==> config.mk <==
export PLATFORM = sky130hd
export DESIGN_NAME = rv_fetch_queue
export DESIGN_NICKNAME = d
export VERILOG_FILES = /design/src/rtl/rv_pkg.sv /design/src/rtl/rv_fetch_fifo.sv /design/src/rtl/rv_fetch_queue.sv
export SDC_FILE = /design/constraint.sdc
export NUM_CORES = 1
export LEC_CHECK = 0
export BUFFER_PORTS_ARGS = -buffer_cell sky130_fd_sc_hd__buf_2
export CAP_MARGIN = 20
export CORE_UTILIZATION = 55
export DETAILED_ROUTE_END_ITERATION = 8
export PLACE_DENSITY = 0.91
export SYNTH_ARGS = -nofsm -noshare
export SYNTH_HDL_FRONTEND = slang
export SYNTH_SLANG_ARGS = --single-unit
==> constraint.sdc <==
create_clock -name i_clk -period 12.96 [get_ports i_clk]
set_input_delay 0.648 -clock i_clk [delete_from_list [all_inputs] [get_ports i_clk]]
set_output_delay 0.648 -clock i_clk [all_outputs]
set_load 0.02 [all_outputs]
==> src/rtl/rv_pkg.sv <==
// Shared types for the instruction fetch queue: FSM state encoding and queue entry layout.
package rv_pkg;

  typedef enum logic [1:0] {
    FQ_IDLE    = 2'd0,
    FQ_WAIT    = 2'd1,
    FQ_DISCARD = 2'd2
  } fetch_q_state_t;

  typedef struct packed {
    logic [31:2] pc;
    logic [31:0] instr;
  } fetch_q_entry_t;

endpackage

==> src/rtl/rv_fetch_fifo.sv <==
// Circular buffer of fetched instructions; registered head, push/pop/flush, occupancy count.
// Latency: a push is visible at the head one cycle later; flush empties the buffer at the next edge.
module rv_fetch_fifo
  import rv_pkg::*;
#(
  parameter int DEPTH = 2
) (
  input  logic                       i_clk,
  input  logic                       i_reset_n,
  input  logic                       i_push,
  input  fetch_q_entry_t             i_push_data,
  input  logic                       i_pop,
  input  logic                       i_flush,
  output fetch_q_entry_t             o_head,
  output logic [$clog2(DEPTH):0]     o_count
);

  localparam int AW = $clog2(DEPTH);
  localparam logic [AW-1:0] PTR_ONE = AW'(1);
  localparam logic [AW:0]   CNT_ONE = (AW+1)'(1);
  localparam logic [AW:0]   CNT_FULL = (AW+1)'(DEPTH);

  fetch_q_entry_t  r_mem [DEPTH];
  logic [AW-1:0]   r_wr_ptr;
  logic [AW-1:0]   r_rd_ptr;
  logic [AW:0]     r_count;
  logic            w_pop;
  logic            w_push;

  assign w_pop  = i_pop && (r_count != '0);
  // A push into a full buffer is only legal when the head leaves in the same cycle.
  assign w_push = i_push && ((r_count != CNT_FULL) || w_pop);

  always_ff @(posedge i_clk) begin
    if (!i_reset_n || i_flush) begin
      r_wr_ptr <= '0;
      r_rd_ptr <= '0;
      r_count  <= '0;
    end else begin
      if (w_push) r_wr_ptr <= r_wr_ptr + PTR_ONE;
      if (w_pop)  r_rd_ptr <= r_rd_ptr + PTR_ONE;
      case ({w_push, w_pop})
        2'b10:   r_count <= r_count + CNT_ONE;
        2'b01:   r_count <= r_count - CNT_ONE;
        default: r_count <= r_count;
      endcase
    end
  end

  always_ff @(posedge i_clk) begin
    if (i_reset_n && !i_flush && w_push) r_mem[r_wr_ptr] <= i_push_data;
  end

  assign o_head  = r_mem[r_rd_ptr];
  assign o_count = r_count;

endmodule

==> src/rtl/rv_fetch_queue.sv <==
// Single-outstanding instruction fetcher feeding a DEPTH-entry queue toward decode; flush kills queued and in-flight words.
// Optional same-cycle bypass of an acked word into an empty queue: define RV_FETCH_QUEUE_BYPASS_EN.
module rv_fetch_queue
  import rv_pkg::*;
#(
  parameter int DEPTH = 2
) (
  input  logic        i_clk,
  input  logic        i_reset_n,
  input  logic [31:2] i_pc,
  input  logic        i_flush,
  output logic        o_pc_adv,
  output logic        o_bus_req,
  output logic [31:0] o_bus_addr,
  input  logic        i_bus_ack,
  input  logic [31:0] i_bus_rdata,
  output logic        o_instr_valid,
  output logic [31:0] o_instr,
  output logic [31:2] o_instr_pc,
  input  logic        i_instr_ready
);

  localparam int CW = $clog2(DEPTH) + 1;
  localparam logic [CW-1:0] CNT_FULL = CW'(DEPTH);

  fetch_q_state_t r_state;
  fetch_q_state_t w_state_nxt;
  logic [31:2]    r_addr;
  logic           w_issue;
  logic           w_ack_ok;
  logic           w_fetch_ok;
  logic           w_q_valid;
  logic           w_push;
  logic           w_pop;
  logic [CW-1:0]  w_count;
  fetch_q_entry_t w_head;
  fetch_q_entry_t w_push_data;

  always_ff @(posedge i_clk) begin
    if (!i_reset_n) r_state <= FQ_IDLE;
    else            r_state <= w_state_nxt;
  end

  always_ff @(posedge i_clk) begin
    if (w_issue) r_addr <= i_pc;
  end

  // Issue only when the queue has room for the word, since nothing else is in flight from IDLE.
  always_comb begin
    w_state_nxt = r_state;
    w_issue     = 1'b0;
    w_ack_ok    = 1'b0;
    case (r_state)
      FQ_IDLE: begin
        if (!i_flush && (w_count < CNT_FULL)) begin
          w_issue     = 1'b1;
          w_state_nxt = FQ_WAIT;
        end
      end
      FQ_WAIT: begin
        if (i_bus_ack) begin
          w_ack_ok    = !i_flush;
          w_state_nxt = FQ_IDLE;
        end else if (i_flush) begin
          w_state_nxt = FQ_DISCARD;
        end
      end
      FQ_DISCARD: begin
        if (i_bus_ack) w_state_nxt = FQ_IDLE;
      end
      default: w_state_nxt = FQ_IDLE;
    endcase
  end

  assign w_fetch_ok  = w_ack_ok && i_reset_n;
  assign w_q_valid   = (w_count != '0);
  assign w_pop       = w_q_valid && i_instr_ready;
  assign w_push_data = '{pc: r_addr, instr: i_bus_rdata};

  assign o_pc_adv   = w_fetch_ok;
  assign o_bus_req  = (r_state != FQ_IDLE);
  assign o_bus_addr = {r_addr, 2'b00};

`ifdef RV_FETCH_QUEUE_BYPASS_EN
  logic w_bypass;
  assign w_bypass      = w_fetch_ok && !w_q_valid;
  assign o_instr_valid = w_q_valid || w_bypass;
  assign o_instr       = w_q_valid ? w_head.instr : i_bus_rdata;
  assign o_instr_pc    = w_q_valid ? w_head.pc    : r_addr;
  // A bypassed word that decode takes immediately never occupies a slot.
  assign w_push        = w_fetch_ok && !(w_bypass && i_instr_ready);
`else
  assign o_instr_valid = w_q_valid;
  assign o_instr       = w_head.instr;
  assign o_instr_pc    = w_head.pc;
  assign w_push        = w_fetch_ok;
`endif

  rv_fetch_fifo #(
    .DEPTH (DEPTH)
  ) u_fifo (
    .i_clk       (i_clk),
    .i_reset_n   (i_reset_n),
    .i_push      (w_push),
    .i_push_data (w_push_data),
    .i_pop       (w_pop),
    .i_flush     (i_flush),
    .o_head      (w_head),
    .o_count     (w_count)
  );

endmodule

; ---- Word-level counts from Yosys, hierarchy flattened
; Memories as Yosys holds them, arrays and structs flattened. A register that Yosys moved wholly into a read port is not among the register bits.
; Index checks and enable logic that the tools add are counted.
; W data, S select, Z words.
[word_totals]
reg_bits = 36
mem_bits_rw = 124
in_bits = 67
out_inout_bits = 97
word_cells = 49
mem_count = 1
[mem_list]
columns = memory, words, width, rd, rd_clocked_by_memory_dff, write_ports, line
row1 = u_fifo.r_mem, 2, 62, 1, 1, 1, rv_fetch_fifo.sv:23  ; fetch_q_entry_t r_mem [DEPTH];
[op_classes]
addsub = 4
order_cmp = 1
n_eq_ne = 8
mux = 14
reduce_logical = 16
[op_table]
columns = operator, count
row1 = $mux W1, 8
row2 = $mux W2, 4
row3 = $logic_and A1 B1 Y1, 7
row4 = $ne A2 B2 Y1 const B, 3
row5 = $pmux W2 S3, 1
row6 = $reduce_bool A2 Y1, 3
row7 = $eq A2 B1 Y1 const B, 2
row8 = $eq A2 B2 Y1 const B, 2
row9 = $pmux W2 S2, 1
row10 = $ne A3 B3 Y1 const B, 1
row11 = $reduce_and A3 Y1, 1
row12 = $add A1 B1 Y1 const B, 2
row13 = $add A2 B1 Y2 const B, 1
row14 = $logic_not A1 Y1, 2
row15 = $logic_not A2 Y1, 1
row16 = $logic_or A1 B1 Y1, 2
row17 = $lt A2 B2 Y1 const B, 1
row18 = $sub A2 B1 Y2 const B, 1

; ---- Logic depth before layout (Yosys ltp)
; Gate-level depths: netlist (run 1).
[logic_depth]
depth_word = 8
ltp_mapped = 6
mapped_depth_nobuf = 6

; ---- Modules after synthesis
; A second synthesis (run 1) with hierarchy kept.
[unflattened]
cells_unflattened = 269
hier_area_um2 = 5748.0
[by_module_without_submodules]
columns = module, instances, cells_per_inst, area_per_inst_um2, seq_area_each_um2
row1 = rv_fetch_fifo, 1, 221, 4698.3, 3823.7
row2 = rv_fetch_queue, 1, 48, 1049.8, 940.9

; ---- Least setup slack after synthesis (run 1)
; Ideal clock, no wire load.
[synth_path]
path_type = in2reg
start = input port i_flush
end = memory u_fifo.r_mem[0][0] (netlist name), enable pin
setup_ps = 482
arrival_ps = 3912
required_time_ps = 12478
setup_slack_ps = 8566
cell_stages = 3
n_path_buf = 0
cell_sequence = nand2b_4 or4_4 nor2_1
[synth_between]
elab_chain_cells = 8
[synth_rtl]
columns = item, line
row1 = start: declaration, rv_fetch_queue.sv:11  ; input logic i_flush,
row2 = $logic_not A1 Y1 (*), "rv_fetch_fifo.sv:51, rv_fetch_queue.sv:62"
row3 = $mux W1, rv_fetch_queue.sv:61  ; if (i_bus_ack) begin
row4 = $mux W1, rv_fetch_queue.sv:53  ; case (r_state)
row5 = $logic_and A1 B1 Y1, rv_fetch_queue.sv:75  ; assign w_fetch_ok = w_ack_ok && i_reset_n;
row6 = $logic_and A1 B1 Y1, rv_fetch_fifo.sv:32  ; assign w_push = i_push && ((r_count != CNT_FULL) || w_pop);
row7 = $logic_and A1 B1 Y1 (*), rv_fetch_fifo.sv:51  ; if (i_reset_n && !i_flush && w_push) r_mem[r_wr_ptr] <= i_push_data;
row8 = $mux W1 (*), rv_fetch_fifo.sv:51
row9 = $mux W1 (not written as such) (*), rv_fetch_fifo.sv:51
row10 = end: declaration, rv_fetch_fifo.sv:23
; Every way passes the cells marked *; elsewhere a longest branch is shown, timed or not.

==> results of run 1 <==
[routing by layer]
metal	wire length [um]	track usage, %
met1	3980	22.5
met2	5300	33.1
met3	591	7.33
met4	63	6.22
met5	0	0
[registers in the layout, indices dropped and copies added, names as in the netlist, named ones only]
name             count
r_state              2
u_fifo.r_rd_ptr      1
r_addr              30
u_fifo.o_count       2
u_fifo.r_wr_ptr      1
u_fifo.r_mem       124
[layout make-up]
cell class,instances,area (um2)
clock inverters,9,57.6
inverters,1,3.75
well taps,133,166
fillers,639,2670
clock buffers,23,478
multi-input cells,93,928
repair buffers,165,836
flip-flops and latches,161,4770
[power breakdown]
| group | total (uW) | switching, uW | internal (uW) |
|---|---|---|---|
| registers | 586 | 5.17 | 581 |
| clock network | 436 | 180 | 255 |
| logic | 39.8 | 24.5 | 15.2 |
[cell families after synthesis]
group	after synthesis	share of synthesized area (%)
and+or+nand+nor	19	2.12
AOI/OAI and AO/OA	5	0.547
buffers and inverters	10	0.918
muxes	63	12.4
other	1	0.0655
DFF	161	83.3
xor gates and xnor gates	3	0.459
adders and majority gates	1	0.219
[stage by stage]
step / util [%] / std cells / power (uW) / hold WS [ns]
detailed placement: 67.6 / 553 / 637 / 0.462
floorplan: - / 264 / 614 / 0.449
global route: 73.0 / 585 / 1100 / 0.277
CTS: 73.0 / 585 / 1070 / 0.286
global placement: 67.6 / 553 / 634 / 0.454
finish: 73.0 / 585 / 1060 / 0.311
[cells in the final DEF (no fill, tap or decap)]
cell	netlist	routed
or3_1	1	1
nand2_2	1	1
ha_1	1	1
o21ai_1	1	1
xor2_1	1	1
o311ai_0	1	1
clkinvlp_4	0	5
clkinv_2	0	4
nor2_4	0	2
edfxtp_1	154	154
dfxtp_1	7	6
nor2_1	5	3
o21a_1	1	1
and2b_2	1	1
or2_2	2	2
nor4b_1	1	1
buf_2	6	161
a21oi_1	1	1
dfxtp_2	0	1
or4_4	1	1
nor3_1	2	1
inv_1	1	1
conb_1	1	2
clkbuf_8	0	3
buf_4	2	4
nor2b_1	1	1
nand2b_4	1	1
clkbuf_1	1	3
xnor2_1	2	2
mux2_2	63	63
clkbuf_16	0	17
nor3_2	0	1
nor3b_1	2	2
nand2_1	1	1
o21ai_0	1	1
[how the worst max path moves through the flow]
stage	cells past startpoint	slack [ns]	end	start
after global placement	5	9.93	u_fifo.r_mem[1][1]	i_flush
final	3	10.23	o_instr[15]	flop
after floorplan	3	8.57	u_fifo.r_mem[0][0]	i_flush
after detailed placement	5	9.88	u_fifo.r_mem[1][1]	i_flush
after CTS	3	10.21	o_instr_pc[20]	flop
after global routing	3	10.13	o_instr[15]	flop
[critical path: cells and delay by family, from the launching register on]
family	cells	cell delay [ns]
flip-flops	1	0.31
multiplexers	1	0.42
buffers and inverters	2	0.80
==> metrics.txt, run 1 <==
Max Freq=367 MHz; cts repair resizes=0; fin crit period=2.73 ns; RSZ-0062 raised after global routing=no; initial DRC count=around 110; H-Tree Depth=4; clock root buffer master=clkbuf_8; EDFF count, synth=~150; CP endpoint kind=primary output; Worst-path clk slew=0.06 ns; antenna diode count=0; Mapped Cells=~260; min-delay src=i_pc[27]; hpwl dp=6450 um; all-layer global routing usage=19.3%; Largest stage delay, worst path=0.64 ns; Synth async-reset ratio=0%; run status=finished, final reports clean; GRT Residual Overflow=0; reg2reg setup slack=10.32 ns; Worst R2R End=u_fifo.r_mem[1][3]; max-slew violation count=0; worst slew pin tran=a little over 0.9 ns; HP Class=in2reg; # hold bufs at CTS=0; ys flop type=edfxtp_1; cell taking the most area after synthesis=edfxtp_1; pin count of the biggest net entering global routing=63; GPL Wtd Cong=between 0.7 and 0.8; wire per inst=roughly 17 um; library cells used by synthesis=28; die height=104 um; die area=0.0108 mm2; CTS tree=built; Finish-stage setup viols=0; hold path depth=1; io pins=approximately 160; Cell Area, Placed=0.00670 mm2; Layout Skew=0.0123 ns; floorplan row count=36; Seq/Total Area, Yosys=83.3%; DR DRC count=0; fin nets=507; Tcrit/Tclk final=21.0%; dpl ws=9.88 ns; Clock Latency Late Sink=0.51 ns; relative slew slack=38.3%; final setup margin=10.23 ns; VDD IR max=0.0000984 V; post-synth top area share=80.8%; Ys Warns=0; flops & latches, synth=~160; CTS Buf Count=17; setup TNS=0 ns; vias per std cell=approximately 5; critical setup path kind=reg2out; commonest cells in the synthesized netlist=edfxtp_1 (154), mux2_2 (63), dfxtp_1 (7), buf_2 (6), nor2_1 (5); I/O Buffers=161; initial antenna violation count=0; proportion of layout cells with a drive suffix above 1=about three fifths; Critical Path, Cell by Cell=buf_4 > mux2_2 > buf_2; postcts setup bufs=0; synthesized area=0.00572 mm2; clk sinks=161; Routed WL=slightly below 10000 um; worst hold endpoint=r_addr[27]; Worst Path Max Fanout=62; number of antenna-violating nets in the routed design=0; Final Cell Area=0.00724 mm2; crit path DAT=approximately 2.1 ns; vias=2976; Power Dens Cells=between 100 and 150 mW/mm2; CORE AREA=0.00991 mm2; max cap viols=0; Startpoint Class=flop; LEAKAGE=0.00266 uW; vias in the first global route=3179; reg2reg start=r_state[0]; Initial Util=57.7%; Fin. Hold Viols=0; Syn Area/Cell=21.8 um2; Req. time, crit path=12.31 ns; top-count cell post-synth=edfxtp_1; first-pass GRT wire length=15500 um; R2R depth=4; synth top area cells=edfxtp_1 (81%), mux2_2 (12%), dfxtp_1 (2.4%); synthesis-to-layout area growth=26.5%; die extent in x=104 um; Slowest-stage cell, CP=buf_4; Clock Tree Buf Depth=2; drt pass-1 iters=4
No activity file was read; power rests on OpenSTA's default activity.
==> inputs of run 2 (changes only) <==
--- a/config.mk
+++ b/config.mk
@@ -7,9 +7,9 @@
 export LEC_CHECK = 0
 export BUFFER_PORTS_ARGS = -buffer_cell sky130_fd_sc_hd__buf_2
 export CAP_MARGIN = 20
-export CORE_UTILIZATION = 55
+export CORE_UTILIZATION = 51
 export DETAILED_ROUTE_END_ITERATION = 8
-export PLACE_DENSITY = 0.91
+export PLACE_DENSITY = 0.86
 export SYNTH_ARGS = -nofsm -noshare
 export SYNTH_HDL_FRONTEND = slang
 export SYNTH_SLANG_ARGS = --single-unit
==> constraint.sdc (replaced) <==
create_clock -name i_clk -period 2.6 [get_ports i_clk]
set_input_delay 0.13 -clock i_clk [delete_from_list [all_inputs] [get_ports i_clk]]
set_output_delay 0.13 -clock i_clk [all_outputs]
set_load 0.02 [all_outputs]
==> metrics.txt, run 2 (synthesis gave the netlist of run 1 again) <==
Initial Util=52.6% (-5.2 points); Clk pwr share=42.5% (+1.4 points); Largest stage delay, worst path=0.42 ns (-0.22 ns); I/O Buffers=161 (unchanged); vias=3271 (+9.9%); Comb pwr share=5.1% (+1.4 points); Reg with most FFs=u_fifo.r_mem; io pins=164 (unchanged); max cap viols=0 (unchanged); vias per std cell=4.94 (-2.9%); pin count of the biggest net entering global routing=39 (-38%); worst hold endpoint=u_fifo.r_rd_ptr; die extent in x=108 um (+3.8%); Power Dens Cells=698 mW/mm2 (+380%); floorplan row count=38 (+5.6%); fin crit period=between 2 and 2.5 ns; clk sinks=161 (unchanged); reg2reg start=r_state[0]; Startpoint Class=flop; cts repair resizes=0 (unchanged); final design utilization=73.3% (+0.24 points); Clock Latency Late Sink=0.52 ns (about the same); Flop pwr share=52.5% (-2.7 points); critical setup path kind=reg2out; Slowest-stage cell, CP=buf_4; final setup margin=0.591 ns (-9.64 ns); CTS Buf Count=17 (unchanged); Switch Pwr=1080 uW (+410%); Layout Skew=0.00623 ns (-0.00612 ns); antenna diode count=0 (unchanged); commonest non-fill, non-tap cell in the layout=buf_2; first-pass GRT wire length=16500 um (+6.3%); die area=0.0116 mm2 (+7.7%); clock root buffer master=clkbuf_8; run status=finished, final reports clean; Fin. Hold Viols=0 (unchanged); CTS tree=built; postcts setup bufs=0 (unchanged); CP endpoint kind=primary output; biggest regs=u_fifo.r_mem (124), r_addr (30); proportion of layout cells with a drive suffix above 1=51.0% (-8.1 points); hold path depth=4 (+3); wire per inst=16.8 um (-1.1%); synthesis-to-layout area growth=39.4%; GPL Wtd Cong=0.761 (+0.83%); R2R depth=5 (+1); Buf+Inv Stages, Crit Path=2 (unchanged); Worst-path clk slew=0.06 ns (about the same); Worst Path Max Fanout=38 (-39%); CORE AREA=0.0109 mm2 (+9.9%); number of antenna-violating nets in the routed design=0 (unchanged); die height=108 um (+3.8%); DR DRC count=0 (unchanged); Worst R2R End=u_fifo.o_count[1]; reg2reg setup slack=0.61 ns (-9.71 ns); Critical Path, Cell by Cell=buf_4 > mux2_2 > buf_2; dpl ws=0.626 ns (-9.25 ns); LEAKAGE=0.00297 uW (+11%); min-delay src=i_instr_ready; fin nets=577 (+14%); Max Freq=498 MHz; Finish-stage setup viols=0 (unchanged); vias in the first global route=3398 (+6.9%); crit path DAT=1.88 ns (-0.20 ns); Clock Tree Buf Depth=2 (unchanged); drt pass-1 iters=4 (unchanged); initial DRC count=165 (+47%); initial antenna violation count=0 (unchanged); VDD IR max=0.000552 V (+460%); switching fraction of total power=19.4% (-0.40 points); max-slew violation count=0 (unchanged); Req. time, crit path=2.47 ns (-9.84 ns); Tcrit/Tclk final=77.3%; Routed WL=11100 um (+12%); # hold bufs at CTS=67 (+67); GRT Residual Overflow=0 (unchanged); commonest cells after routing, fill and taps aside=buf_2 (161), edfxtp_1 (154), dlygate4sd3_1 (67), mux2_2 (63), clkbuf_16 (16); HP Class=in2reg; CP top delay family=buffers and inverters; number of flip-flops in the largest register=124 (unchanged); P_int=4490 uW (+430%); all-layer global routing usage=19.8% (+0.52 points); RSZ-0062 raised after global routing=no; H-Tree Depth=4 (unchanged); hpwl dp=6720 um (+4.2%)
==> run 2: power groups by stage <==
stage,registers [uW],logic (uW),clock network (uW)
final,2920,281,2360
after global routing,2920,300,2520
after CTS,2920,278,2410
after detailed placement,2970,200,0
after global placement,2970,192,0
after floorplan,3000,55.7,0
==> run 2: cell type report <==
type	count	area [um2]
timing repair buffer	235	1530
sequential	161	4770
inverter	1	3.75
fill	680	2910
clock buffer	21	429
multi-input combinational	93	935
clock inverter	11	139
tap	140	175
==> run 2: worst reg2reg max path, stage by stage (launching register included) <==
cell and delay [ns]:
dfxtp_1 0.40, nand2_2 0.10, or4_4 0.58, ha_1 0.36
or3_1 0.35, a21oi_1 0.15
==> run 2: how the worst max path moves through the flow <==
stage | from | endpoint | slack (ns) | cells past startpoint
after floorplan | r_state[0] | u_fifo.r_mem[0][0] | -0.42 | 3
after global placement | r_state[0] | u_fifo.o_count[1] | 0.70 | 5
after detailed placement | r_state[0] | u_fifo.o_count[1] | 0.63 | 5
after CTS | flop | o_instr_pc[19] | 0.55 | 3
after global routing | flop | o_instr[20] | 0.50 | 3
final | flop | o_instr[20] | 0.59 | 3
==> run 2: metal layers <==
layer  global-route usage [%]  up-vias  routed length, um
met5                        0        -                  0
met4                     8.51        0                199
met3                     7.14       16                645
met2                     35.2      132               5920
met1                     21.3     1601               4340
li1                         -     1522                  -
==> run 2: through the flow <==
step	hold slack [ns]	instance area [um2]	power [uW]	TNS, ns	cells
floorplan	0.205	5740	3060	-52.13	264
global placement	0.306	6740	3160	0	563
detailed placement	0.308	6740	3170	0	563
CTS	0.0801	7980	5600	0	662
global route	0.0956	7980	5740	0	662
finish	0.112	7980	5570	0	662
==> inputs of run 3 (changes only) <==
--- a/config.mk
+++ b/config.mk
@@ -5,9 +5,10 @@
 export SDC_FILE = /design/constraint.sdc
 export NUM_CORES = 1
 export LEC_CHECK = 0
+export ABC_AREA = 1
 export BUFFER_PORTS_ARGS = -buffer_cell sky130_fd_sc_hd__buf_2
 export CAP_MARGIN = 20
-export CORE_UTILIZATION = 51
+export CORE_UTILIZATION = 52
 export DETAILED_ROUTE_END_ITERATION = 8
 export PLACE_DENSITY = 0.86
 export SYNTH_ARGS = -nofsm -noshare
==> constraint.sdc (replaced) <==
create_clock -name i_clk -period 2.1 [get_ports i_clk]
set_input_delay 0.105 -clock i_clk [delete_from_list [all_inputs] [get_ports i_clk]]
set_output_delay 0.105 -clock i_clk [all_outputs]
set_load 0.02 [all_outputs]
==> metrics.txt, run 3 <==
Worst Path Max Fanout=24 (-37%); hpwl dp=6610 um (-1.7%); Clock Tree Buf Depth=2 (unchanged); synth top area cells=edfxtp_1 (76%), mux2_4 (15%), dfxtp_1 (2.3%); proportion of layout cells with a drive suffix above 1=49.6% (-1.3 points); io pins=164 (unchanged); drt pass-1 iters=4 (unchanged); Final Cell Area=0.00820 mm2 (+2.8%); ys flop type=edfxtp_1; die area=0.0121 mm2 (+3.6%); RSZ-0062 raised after global routing=no; Slowest-stage cell, CP=dfxtp_4; run status=finished, final reports clean; FF/Latch Area=0.00477 mm2 (about the same); antenna diode count=0 (unchanged); Synth async-reset ratio=0% (unchanged); Ys Warns=0 (unchanged); commonest cells after routing, fill and taps aside=buf_2 (161), edfxtp_1 (154), dlygate4sd3_1 (63), mux2_4 (60), clkbuf_16 (17); switching fraction of total power=19.4% (about the same); Clk pwr share=42.5% (about the same); cts repair resizes=0 (unchanged); P_int=5570 uW (+24%); crit path DAT=1.73 ns (-0.15 ns); clock root buffer master=clkbuf_16; top-count cell post-synth=edfxtp_1; fin crit period=1.83 ns; commonest non-fill, non-tap cell in the layout=buf_2; Max Freq=545 MHz; post-synth top area share=76.4% (-4.4 points); critical setup path kind=reg2out; Routed WL=10700 um (-4.0%); initial DRC count=173 (+4.8%); Worst-path clk slew=0.06 ns (about the same); first-pass GRT wire length=15600 um (-5.3%); max-slew violation count=0 (unchanged); Startpoint Class=flop; Mapped Cells=279 (+6.1%); biggest regs=u_fifo.r_mem (124), r_addr (30); CTS tree=built; # fillers=702 (+3.2%); max cap viols=0 (unchanged); synthesized area=0.00605 mm2 (+5.8%); Buf+Inv Stages, Crit Path=2 (unchanged); die height=110 um (+1.8%); vias in the first global route=3229 (-5.0%); Fin. Hold Viols=0 (unchanged); initial antenna violation count=0 (unchanged); GPL Wtd Cong=0.725 (-4.7%); CTS Buf Count=17 (unchanged); setup TNS=0 ns (unchanged); number of antenna-violating nets in the routed design=0 (unchanged); vias per std cell=4.77 (-3.4%); number of flip-flops in the largest register=124 (unchanged); Largest stage delay, worst path=0.52 ns (+0.10 ns); GRT Residual Overflow=0 (unchanged); Clock Latency Late Sink=0.40 ns (-0.12 ns); vias=3230 (-1.3%); commonest cells in the synthesized netlist=edfxtp_1 (154), mux2_4 (60), inv_1 (12), nand2_1 (9); pin count of the biggest net entering global routing=38 (-2.6%); flops & latches, synth=161 (unchanged); Finish-stage setup viols=0 (unchanged); Critical Path, Cell by Cell=buf_12 > mux2_2 > buf_2; Cell Area, Placed=0.00700 mm2 (+3.8%); LEAKAGE=0.00320 uW (+7.8%); Flop pwr share=52.3% (-0.2 points); multi-input logic area=0.00112 mm2 (+19%); fin nets=589 (+2.1%); synthesis-to-layout area growth=35.5%; I/O Buffers=161 (unchanged); CORE AREA=0.0114 mm2 (+4.4%); Tcrit/Tclk final=just under 90%; Reg with most FFs=u_fifo.r_mem; die extent in x=110 um (+1.8%); H-Tree Depth=4 (unchanged); Initial Util=53.2% (+0.67 points); Comb pwr share=5.1% (about the same); DR DRC count=0 (unchanged); Seq/Total Area, Yosys=78.7% (-4.5 points); EDFF count, synth=154 (unchanged); floorplan row count=39 (+2.6%); wire per inst=15.8 um (-6.1%); Layout Skew=0.00697 ns (+0.000739 ns); cell taking the most area after synthesis=edfxtp_1; all-layer global routing usage=18.1% (-1.7 points); Switch Pwr=1340 uW (+24%); Syn Area/Cell=21.7 um2 (-0.31%); CP top delay family=flip-flops; HP Class=in2reg; VDD IR max=0.000509 V (-7.8%); Power Dens Cells=843 mW/mm2 (+21%); CP endpoint kind=primary output; library cells used by synthesis=21 (-25%); Req. time, crit path=2.00 ns (-0.47 ns); clk sinks=161 (unchanged)
[run 3: worst paths after layout]
kind / cells past startpoint / end / slack, ns / from
worst max register to register: 6 / u_fifo.r_mem[0][35] / 0.41 / r_state[1]
worst max-delay path: 3 / o_instr_pc[6] / 0.27 / flop
worst min register to register: 0 / u_fifo.r_mem[0][36] / 0.47 / r_addr[6]
worst min-delay path: 4 / r_state[0] / 0.03 / i_bus_ack
[run 3: tightest hold or removal path: stages]
cell and delay (ns):
buf_2 0.09, inv_1 0.06, nand4_1 0.08, a21oi_1 0.06
[run 3: repair_timing]
action,4_1_cts,5_1_grt
setup buffers,0,0
hold buffers,63,0
endpoints found under the hold margin,96,0
setup endpoints to repair,0,0
[run 3: per-layer routing]
layer  vias to the layer above  GRT usage, %  share of wire, %
met5                         -             0                 0
met4                         0          7.43               1.3
met3                        14          5.28               5.6
met2                       114          31.6                54
met1                      1546          20.9                40
li1                       1556             -                 -
[run 3: kinds of logic after synthesis]
logic type,share of synthesized area (%)
DFF,78.7
AOI/OAI and AO/OA,0.765
adders and majority gates,0.207
buffers and inverters,3.16
and+or+nand+nor,1.80
other,0.0620
muxes,15.3
[run 3: metrics by stage]
stage	instances	setup slack [ns]	total power, uW	utilization, %	hold slack [ns]
2_1_floorplan	280	0.00123	3810	-	0.204
5_1_grt	677	0.206	7130	72.1	0.0358
4_1_cts	677	0.237	6970	72.1	0.00782
3_5_place_dp	582	0.422	3950	61.5	0.283
6_report	677	0.267	6920	72.1	0.0292
3_3_place_gp	582	0.530	3940	61.5	0.281
[run 3: cell type report]
type / instances / share of cell area (%)
inverter: 12 / 0.595
timing repair buffer: 231 / 18.5
sequential: 161 / 58.1
clock inverter: 9 / 1.31
multi-input combinational: 98 / 13.6
tap: 143 / 2.18
clock buffer: 23 / 5.71
[run 3: power by group through the flow]
stage          logic [uW]  registers (uW)  clock network, uW
6_report              355            3620               2940
5_1_grt               384            3620               3120
4_1_cts               356            3620               2990
3_5_place_dp          265            3690                  0
3_3_place_gp          254            3680                  0
2_1_floorplan        82.7            3730                  0
